==> config.mk <==
export PLATFORM = sky130hd
export DESIGN_NAME = layer_load_sequencer
export DESIGN_NICKNAME = d
export VERILOG_FILES = /design/src/rtl/layer_load_sequencer.sv
export SDC_FILE = /design/constraint.sdc
export NUM_CORES = 1
export LEC_CHECK = 0
export BUFFER_PORTS_ARGS = -buffer_cell sky130_fd_sc_hd__buf_2
export CORE_MARGIN = 3
export CORE_UTILIZATION = 56
export DETAILED_ROUTE_END_ITERATION = 7
export PLACE_DENSITY = 0.92
export SKIP_LAST_GASP = 1
export SYNTH_ARGS = -nofsm -noshare
export SYNTH_HDL_FRONTEND = slang
export SYNTH_SLANG_ARGS = --single-unit
==> constraint.sdc <==
create_clock -name clock -period 4.5 [get_ports clock]
set_input_delay 0.45 -clock clock [delete_from_list [all_inputs] [get_ports clock]]
set_output_delay 0.45 -clock clock [all_outputs]
set_load 0.02 [all_outputs]
==> src/rtl/layer_load_sequencer.sv <==
// Layer load sequencer: takes one layer command, drains a show-ahead read FIFO as weight/bias/operand
// sections with per-section strobes, then waits for layer_done. Optional stall input under SEQ_STALL_EN.
module layer_load_sequencer #(
  parameter int CNT_WIDTH = 16
) (
  input  logic                 clock,
  input  logic                 reset,
  input  logic                 cmd_valid,
  output logic                 cmd_ready,
  input  logic [1:0]           cmd_layer,
  input  logic [CNT_WIDTH-1:0] cmd_weight_words,
  input  logic [CNT_WIDTH-1:0] cmd_bias_words,
  input  logic [CNT_WIDTH-1:0] cmd_operand_words,
  input  logic [31:0]          rd_data,
  input  logic                 rd_empty,
  output logic                 rd_en,
  output logic [31:0]          DDR3_Input,
  output logic                 DDR3_weights,
  output logic                 DDR3_biases,
  output logic                 DDR3_operands,
  output logic [1:0]           Layer,
  output logic                 Start,
  input  logic                 layer_done,
  output logic                 busy,
  output logic                 seq_done,
`ifdef SEQ_STALL_EN
  input  logic                 stall,
`endif
  output logic [2:0]           o_dbg_state
);

  // Handshake: a command transfers on a clock edge where cmd_valid && cmd_ready; cmd_ready is high only in IDLE.
  typedef enum logic [2:0] {
    S_IDLE      = 3'd0,
    S_START     = 3'd1,
    S_WEIGHTS   = 3'd2,
    S_BIASES    = 3'd3,
    S_OPERANDS  = 3'd4,
    S_WAIT_DONE = 3'd5
  } state_t;

  localparam logic [CNT_WIDTH-1:0] CNT_ONE  = {{(CNT_WIDTH-1){1'b0}}, 1'b1};
  localparam logic [CNT_WIDTH-1:0] CNT_ZERO = '0;

  state_t               r_state;
  state_t               w_next;
  logic [CNT_WIDTH-1:0] r_w_cnt;
  logic [CNT_WIDTH-1:0] r_b_cnt;
  logic [CNT_WIDTH-1:0] r_o_cnt;
  logic [1:0]           r_layer;
  logic [31:0]          r_data;
  logic                 r_str_w;
  logic                 r_str_b;
  logic                 r_str_o;
  logic                 r_seq_done;
  logic                 w_stall;
  logic                 w_in_section;
  logic                 w_rd_en;

`ifdef SEQ_STALL_EN
  assign w_stall = stall;
`else
  assign w_stall = 1'b0;
`endif

  assign w_in_section = (r_state == S_WEIGHTS) || (r_state == S_BIASES) || (r_state == S_OPERANDS);
  assign w_rd_en      = w_in_section && !rd_empty && !w_stall;

  always_ff @(posedge clock or posedge reset) begin
    if (reset) begin
      r_state <= S_IDLE;
    end else begin
      r_state <= w_next;
    end
  end

  // Sections are visited in fixed order; a zero count is skipped without spending a cycle.
  always_comb begin
    w_next = r_state;
    case (r_state)
      S_IDLE: begin
        if (cmd_valid) w_next = S_START;
      end
      S_START: begin
        if (r_w_cnt != CNT_ZERO)      w_next = S_WEIGHTS;
        else if (r_b_cnt != CNT_ZERO) w_next = S_BIASES;
        else if (r_o_cnt != CNT_ZERO) w_next = S_OPERANDS;
        else                          w_next = S_WAIT_DONE;
      end
      S_WEIGHTS: begin
        if (w_rd_en && (r_w_cnt == CNT_ONE)) begin
          if (r_b_cnt != CNT_ZERO)      w_next = S_BIASES;
          else if (r_o_cnt != CNT_ZERO) w_next = S_OPERANDS;
          else                          w_next = S_WAIT_DONE;
        end
      end
      S_BIASES: begin
        if (w_rd_en && (r_b_cnt == CNT_ONE)) begin
          if (r_o_cnt != CNT_ZERO) w_next = S_OPERANDS;
          else                     w_next = S_WAIT_DONE;
        end
      end
      S_OPERANDS: begin
        if (w_rd_en && (r_o_cnt == CNT_ONE)) w_next = S_WAIT_DONE;
      end
      S_WAIT_DONE: begin
        if (layer_done) w_next = S_IDLE;
      end
      default: w_next = S_IDLE;
    endcase
  end

  always_ff @(posedge clock or posedge reset) begin
    if (reset) begin
      r_w_cnt <= '0;
      r_b_cnt <= '0;
      r_o_cnt <= '0;
      r_layer <= 2'd0;
    end else if ((r_state == S_IDLE) && cmd_valid) begin
      r_w_cnt <= cmd_weight_words;
      r_b_cnt <= cmd_bias_words;
      r_o_cnt <= cmd_operand_words;
      r_layer <= cmd_layer;
    end else if (w_rd_en) begin
      if (r_state == S_WEIGHTS) r_w_cnt <= r_w_cnt - CNT_ONE;
      if (r_state == S_BIASES)  r_b_cnt <= r_b_cnt - CNT_ONE;
      if (r_state == S_OPERANDS) r_o_cnt <= r_o_cnt - CNT_ONE;
    end
  end

  // Popped word and its strobe appear together one cycle after the pop.
  always_ff @(posedge clock or posedge reset) begin
    if (reset) begin
      r_data     <= 32'h0;
      r_str_w    <= 1'b0;
      r_str_b    <= 1'b0;
      r_str_o    <= 1'b0;
      r_seq_done <= 1'b0;
    end else begin
      if (w_rd_en) r_data <= rd_data;
      r_str_w    <= w_rd_en && (r_state == S_WEIGHTS);
      r_str_b    <= w_rd_en && (r_state == S_BIASES);
      r_str_o    <= w_rd_en && (r_state == S_OPERANDS);
      r_seq_done <= (r_state == S_WAIT_DONE) && layer_done;
    end
  end

  assign cmd_ready     = (r_state == S_IDLE);
  assign busy          = (r_state != S_IDLE);
  assign Start         = (r_state == S_START);
  assign rd_en         = w_rd_en;
  assign DDR3_Input    = r_data;
  assign DDR3_weights  = r_str_w;
  assign DDR3_biases   = r_str_b;
  assign DDR3_operands = r_str_o;
  assign Layer         = r_layer;
  assign seq_done      = r_seq_done;
  assign o_dbg_state   = r_state;

endmodule

==> results of run 1 <==
[synth_stat cells, drive strengths merged (5+ instances only)]
cell type and count:
nor2 28, dfrtp 89, a21oi 16, nor3 14, nor4 9, ha 7
xnor2 18, mux2 33, clkbuf 18, and2 5, nand2b 5, xor2 8
inv 13, nand3 7, or4 8, o21ai 46, o211ai 5, nand2 69
[registers in the layout, indices dropped and copies added, names as in the netlist]
| register | count |
|---|---|
| DDR3_operands | 1 |
| r_o_cnt | 16 |
| r_b_cnt | 16 |
| DDR3_Input | 32 |
| o_dbg_state | 3 |
| Layer | 2 |
| DDR3_weights | 1 |
| DDR3_biases | 1 |
| seq_done | 1 |
| r_w_cnt | 16 |
[logic make-up (layout without fill, tap and decap cells)]
family                     after synthesis  in the layout
AOI/OAI and AO/OA                       86             86
xor gates and xnor gates                26             26
adders and majority gates                7              7
buffers and inverters                   34            163
DFF                                     89             89
muxes                                   36             36
and+or+nand+nor                        167            167
[through the flow]
| step | std cells | worst slack (ns) | total power [mW] |
|---|---|---|---|
| 5_1_grt | 673 | 1.49 | 3.89 |
| 3_3_place_gp | 657 | 1.68 | 2.96 |
| 2_1_floorplan | 445 | 1.74 | 2.57 |
| 3_5_place_dp | 657 | 1.66 | 3.06 |
| 4_1_cts | 673 | 1.65 | 3.65 |
| 6_report | 673 | 1.64 | 3.64 |
[critical path: stages, from the launching register on]
cell and delay, ns:
dfrtp_1 0.55, or4b_1 0.68, or4_4 0.46, or3_1 0.44, or3_1 0.36, xor2_1 0.17
o21ai_2 0.07
[worst paths after layout]
| check | slack, ns | to | cells past startpoint |
|---|---|---|---|
| max | 1.64 | r_w_cnt[7] | 6 |
| max in group asynchronous | 3.29 | r_b_cnt[14] | 3 |
| max reg2reg | 1.64 | r_w_cnt[7] | 6 |
| min reg2reg | 0.49 | Layer[1] | 2 |
| min | 0.15 | DDR3_Input[2] | 2 |
| min in group clock | 0.28 | Layer[1] | 3 |
[power by group]
| part | switching, mW | leakage (nW) | internal (mW) |
|---|---|---|---|
| clock network | 0.305 | 0.0966 | 0.262 |
| logic | 0.865 | 1.20 | 0.663 |
| registers | 0.359 | 1.08 | 1.18 |
[metal layers]
| layer | GRT usage (%) | part of all wire (%) |
|---|---|---|
| met1 | 31.2 | 41 |
| met2 | 40.2 | 48 |
| met3 | 6.37 | 8.1 |
| met4 | 9.01 | 2.1 |
| met5 | 0 | 0 |
[layout make-up]
type                       count  share of cell area, %
multi-input combinational    322                   38.7
inverter                      13                  0.936
sequential                    89                   41.7
clock inverter                 7                   1.43
timing repair buffer         134                   12.7
clock buffer                   9                   2.32
tap                           99                   2.32
==> results.json, run 1 <==
{
  "hold_violations": 0,
  "netlist_instances": 445,
  "drt_iter0_markers": 190,
  "yosysTopAreaCellShare_pct": 50.5,
  "yosys.area.top_type": "dfrtp_1",
  "end_kind": "register",
  "core_sq_um": 7450,
  "fin_crit_ns": 2.86,
  "clockBufferDepth": 2,
  "start_util_pct": 59.3,
  "boundaryPins": 132,
  "hold-worst-slack_ns": 0.150,
  "cts_tree": "yes",
  "grtUsageTotal_pct": 24.5,
  "critPathLaunch": "o_dbg_state[0]",
  "antenna_found_initial": 0,
  "vdd_ir_drop_max_uv": 486,
  "finalClockSkew_ns": 0.00955,
  "routed_wire_length_per_instance_um": 15.6,
  "layout_commonest_cell": "buf_2",
  "cts_sinks": 89,
  "clk_pin_slew_ns": 0.10,
  "clockRootBuffer": "clkbuf_8",
  "final_cell_mix": "131 x buf_2, 89 x dfrtp_1, 69 x nand2_1",
  "tns_ns": 0,
  "fmax_ghz": 0.349,
  "drc": 0,
  "syn_nets": 539,
  "status": "finished clean",
  "gp_congestion": 0.803,
  "relSlewSlack_pct": 49.5,
  "cp.arrival_ns": 3.09,
  "ctsResizeCount": 0,
  "startpoint_type": "register",
  "post_cts_buffers": 0,
  "syn2layout_area_growth_pct": 21.2,
  "synth_edf_count": 0,
  "drtAntennaViolNets": 0,
  "synthSimpleGateAreaFrac_pct": 19.0,
  "die-height_um": 94.8,
  "die-area_sq_um": 8980,
  "rsz0062_at_grt": "no",
  "maxCapViolations": 0,
  "grt-ovfl-total": 0,
  "numCtsBuffers": 9,
  "ys_top_cells_by_area": "dfrtp_1 50%, mux2_2 8.4%, nand2_1 5.9%",
  "synth_top_family_by_area": "simple AND/OR/NAND/NOR gates",
  "grt_pass1_wl_um": 17500,
  "p_leak_nw": 2.37,
  "synth-seq-area-share_pct": 50.5,
  "synthDistinctLibCells": 46,
  "synth_adder_area_share_pct": 1.98,
  "syn_area_per_cell_sq_um": 9.92,
  "diodes": 0,
  "timing.rr.start": "o_dbg_state[0]",
  "powerDensity_nw_per_um2": 680,
  "drive_gt1_share_pct": 34.1,
  "synthFlopType": "dfrtp_1",
  "finalCritPeriodShare_pct": 63.6,
  "ys_seq_elements": 89,
  "htreeDepth": 3,
  "crit_required_ns": 4.72,
  "drt_wl_total_um": 10500,
  "vias_per_cell": 5.61,
  "synthMuxAreaShare_pct": 9.10,
  "maxSlewViolCount": 0,
  "crit_type": "reg -> reg",
  "dieWidth_um": 94.8,
  "ys.warnings.count": 0,
  "setup_viol": 0,
  "cp_max_fo": 17,
  "fp-row-count": 31,
  "seq_area_sq_um": 2230,
  "worstMarginPinSlew_ns": 0.752,
  "multi_input_area_sq_um": 2070,
  "cts_hold_buffers": 0,
  "hold_path_class": "in -> async",
  "final_area_sq_um": 5350,
  "placed_area_sq_um": 5150,
  "n_fill_cell": 584,
  "place_hpwl_um": 7600,
  "async_flop_share_pct": 100,
  "grt_max_degree": 52,
  "fin_nets": 663,
  "synth-compound-area-share_pct": 11.3,
  "synth_xor_area_share_pct": 5.16,
  "grt_pass1_vias": 3906,
  "final_util_pct": 71.8,
  "synthesis.area_sq_um": 4410,
  "insertion_delay_ns": 0.35,
  "via_count": 3775,
  "io_buffers": 131,
  "dr.pass1.iters": 4
}
No activity file was read; power rests on OpenSTA's default activity.
==> inputs of run 2 (changes only) <==
- CORE_UTILIZATION: 56 -> 52
- PLACE_DENSITY: 0.92 -> 0.86
- clock period: 4.5 -> 2.9 ns (I/O delays scaled with it)
==> results.json, run 2 (synthesis gave the netlist of run 1 again) <==
{
  "fin_total_pwr_mw": 5.66,
  "grt_pass1_vias": 3889,
  "cp_max_fo": 7,
  "clockRootBuffer": "clkbuf_8",
  "drive_gt1_share_pct": 35.2,
  "post_cts_buffers": 0,
  "htreeDepth": 3,
  "r2r_cells": 6,
  "maxSlewViolCount": 0,
  "cts_sinks": 89,
  "final_cells": 685,
  "diodes": 0,
  "antenna_found_initial": 0,
  "startpoint_type": "register",
  "boundaryPins": 132,
  "maxCapViolations": 0,
  "cts_hold_buffers": 0,
  "grt-ovfl-total": 0,
  "rrSetupSlack_ns": 0.26,
  "place_hpwl_um": 7830,
  "hold_path_class": "in -> async",
  "hold_violations": 0,
  "rsz0062_at_grt": "no",
  "via_count": 3795,
  "routed_wire_length_per_instance_um": 15.7,
  "insertion_delay_ns": 0.36,
  "ctsResizeCount": 0,
  "grt_pass1_wl_um": 17900,
  "final_area_sq_um": 5420,
  "grtUsageTotal_pct": 22.6,
  "dp_cells": 669,
  "vdd_ir_drop_max_uv": 622,
  "drt_wl_total_um": 10800,
  "critPathCapture": "r_w_cnt[7]",
  "tns_ns": 0,
  "die-height_um": 98.1,
  "critPathLaunch": "o_dbg_state[2]",
  "cts_tree": "yes",
  "fin_nets": 672,
  "drc": 0,
  "gp_congestion": 0.868,
  "clk_pin_slew_ns": 0.08,
  "vias_per_cell": 5.54,
  "crit_type": "reg -> reg",
  "p_leak_nw": 2.42,
  "finalCritPeriodShare_pct": 91.1,
  "final_cell_mix": "131 x buf_2, 89 x dfrtp_1, 69 x nand2_1",
  "start_util_pct": 55.4,
  "dr.pass1.iters": 5,
  "hold-worst-slack_ns": 0.00129,
  "drtAntennaViolNets": 0,
  "drt_iter0_markers": 169,
  "syn2layout_area_growth_pct": 22.9,
  "layout_commonest_cell": "buf_2",
  "fin_crit_ns": 2.64,
  "fmax_ghz": 0.379,
  "finalClockSkew_ns": 0.00673,
  "numCtsBuffers": 9,
  "die-area_sq_um": 9630,
  "dieWidth_um": 98.1,
  "end_kind": "register",
  "status": "finished clean",
  "clockBufferDepth": 2,
  "cp.arrival_ns": 2.89,
  "largest_reg_flops": 32,
  "worstMarginPinSlew_ns": 0.686,
  "reg2reg_to": "r_w_cnt[7]",
  "timing.rr.start": "o_dbg_state[2]",
  "crit_required_ns": 3.15,
  "powerDensity_nw_per_um2": 1040,
  "setup_viol": 0,
  "relSlewSlack_pct": 54.2,
  "fp-row-count": 32,
  "grt_max_degree": 52,
  "io_buffers": 131,
  "placed_area_sq_um": 5230,
  "core_sq_um": 7970
}
run 2: cell count changes in the layout (fill, tap and decap cells not counted):
cell | previous run | this run
clkinvlp_4 | 2 | 1
buf_12 | 0 | 1
bufinv_16 | 1 | 0
buf_4 | 3 | 11
inv_6 | 3 | 0
clkinv_2 | 2 | 3
clkbuf_8 | 9 | 12
clkinv_4 | 0 | 1
run 2: per-stage QoR:
| stage | utilization [%] | setup slack (ns) |
|---|---|---|
| 4_1_cts | 68.0 | 0.270 |
| 3_3_place_gp | 65.6 | 0.253 |
| 2_1_floorplan | - | 0.228 |
| 5_1_grt | 68.0 | 0.147 |
| 6_report | 68.0 | 0.258 |
| 3_5_place_dp | 65.6 | 0.217 |
run 2: area by class of cell:
class                      instances  area (sq um)
timing repair buffer             143           758
tap                              102           128
fill                             609          2550
sequential                        89          2230
clock buffer                      12           165
multi-input combinational        322          2070
clock inverter                     4          26.3
inverter                          13          50.0
run 2: worst min-delay path by stage:
stage / start / end / slack [ns] / cells past startpoint
5_1_grt: reset / DDR3_Input[21] / 0.03 / 2
2_1_floorplan: cmd_layer[0] / Layer[0] / 0.40 / 2
4_1_cts: reset / DDR3_Input[5] / 0.01 / 2
3_5_place_dp: reset / DDR3_Input[7] / 0.40 / 2
3_3_place_gp: reset / DDR3_Input[7] / 0.40 / 2
6_report: reset / DDR3_Input[7] / 0.001 / 2
run 2: power breakdown:
group          switching (mW)  internal, mW
registers               0.480          1.84
logic                    1.43          1.10
clock network           0.441         0.381
run 2: critical path, cell delays in order, from the launching register on:
cell and delay (ns):
dfrtp_1 0.39, or4b_1 0.65, or4_4 0.47, or3_1 0.44, or3_1 0.36, xor2_1 0.17
o21ai_2 0.06
run 2: routing by layer:
layer	wire (um)	global-route usage [%]	share of wire [%]
met1	4440	28.3	41
met2	5250	37.7	49
met3	900	6.79	8.4
met4	158	6.82	1.5
met5	0	0	0
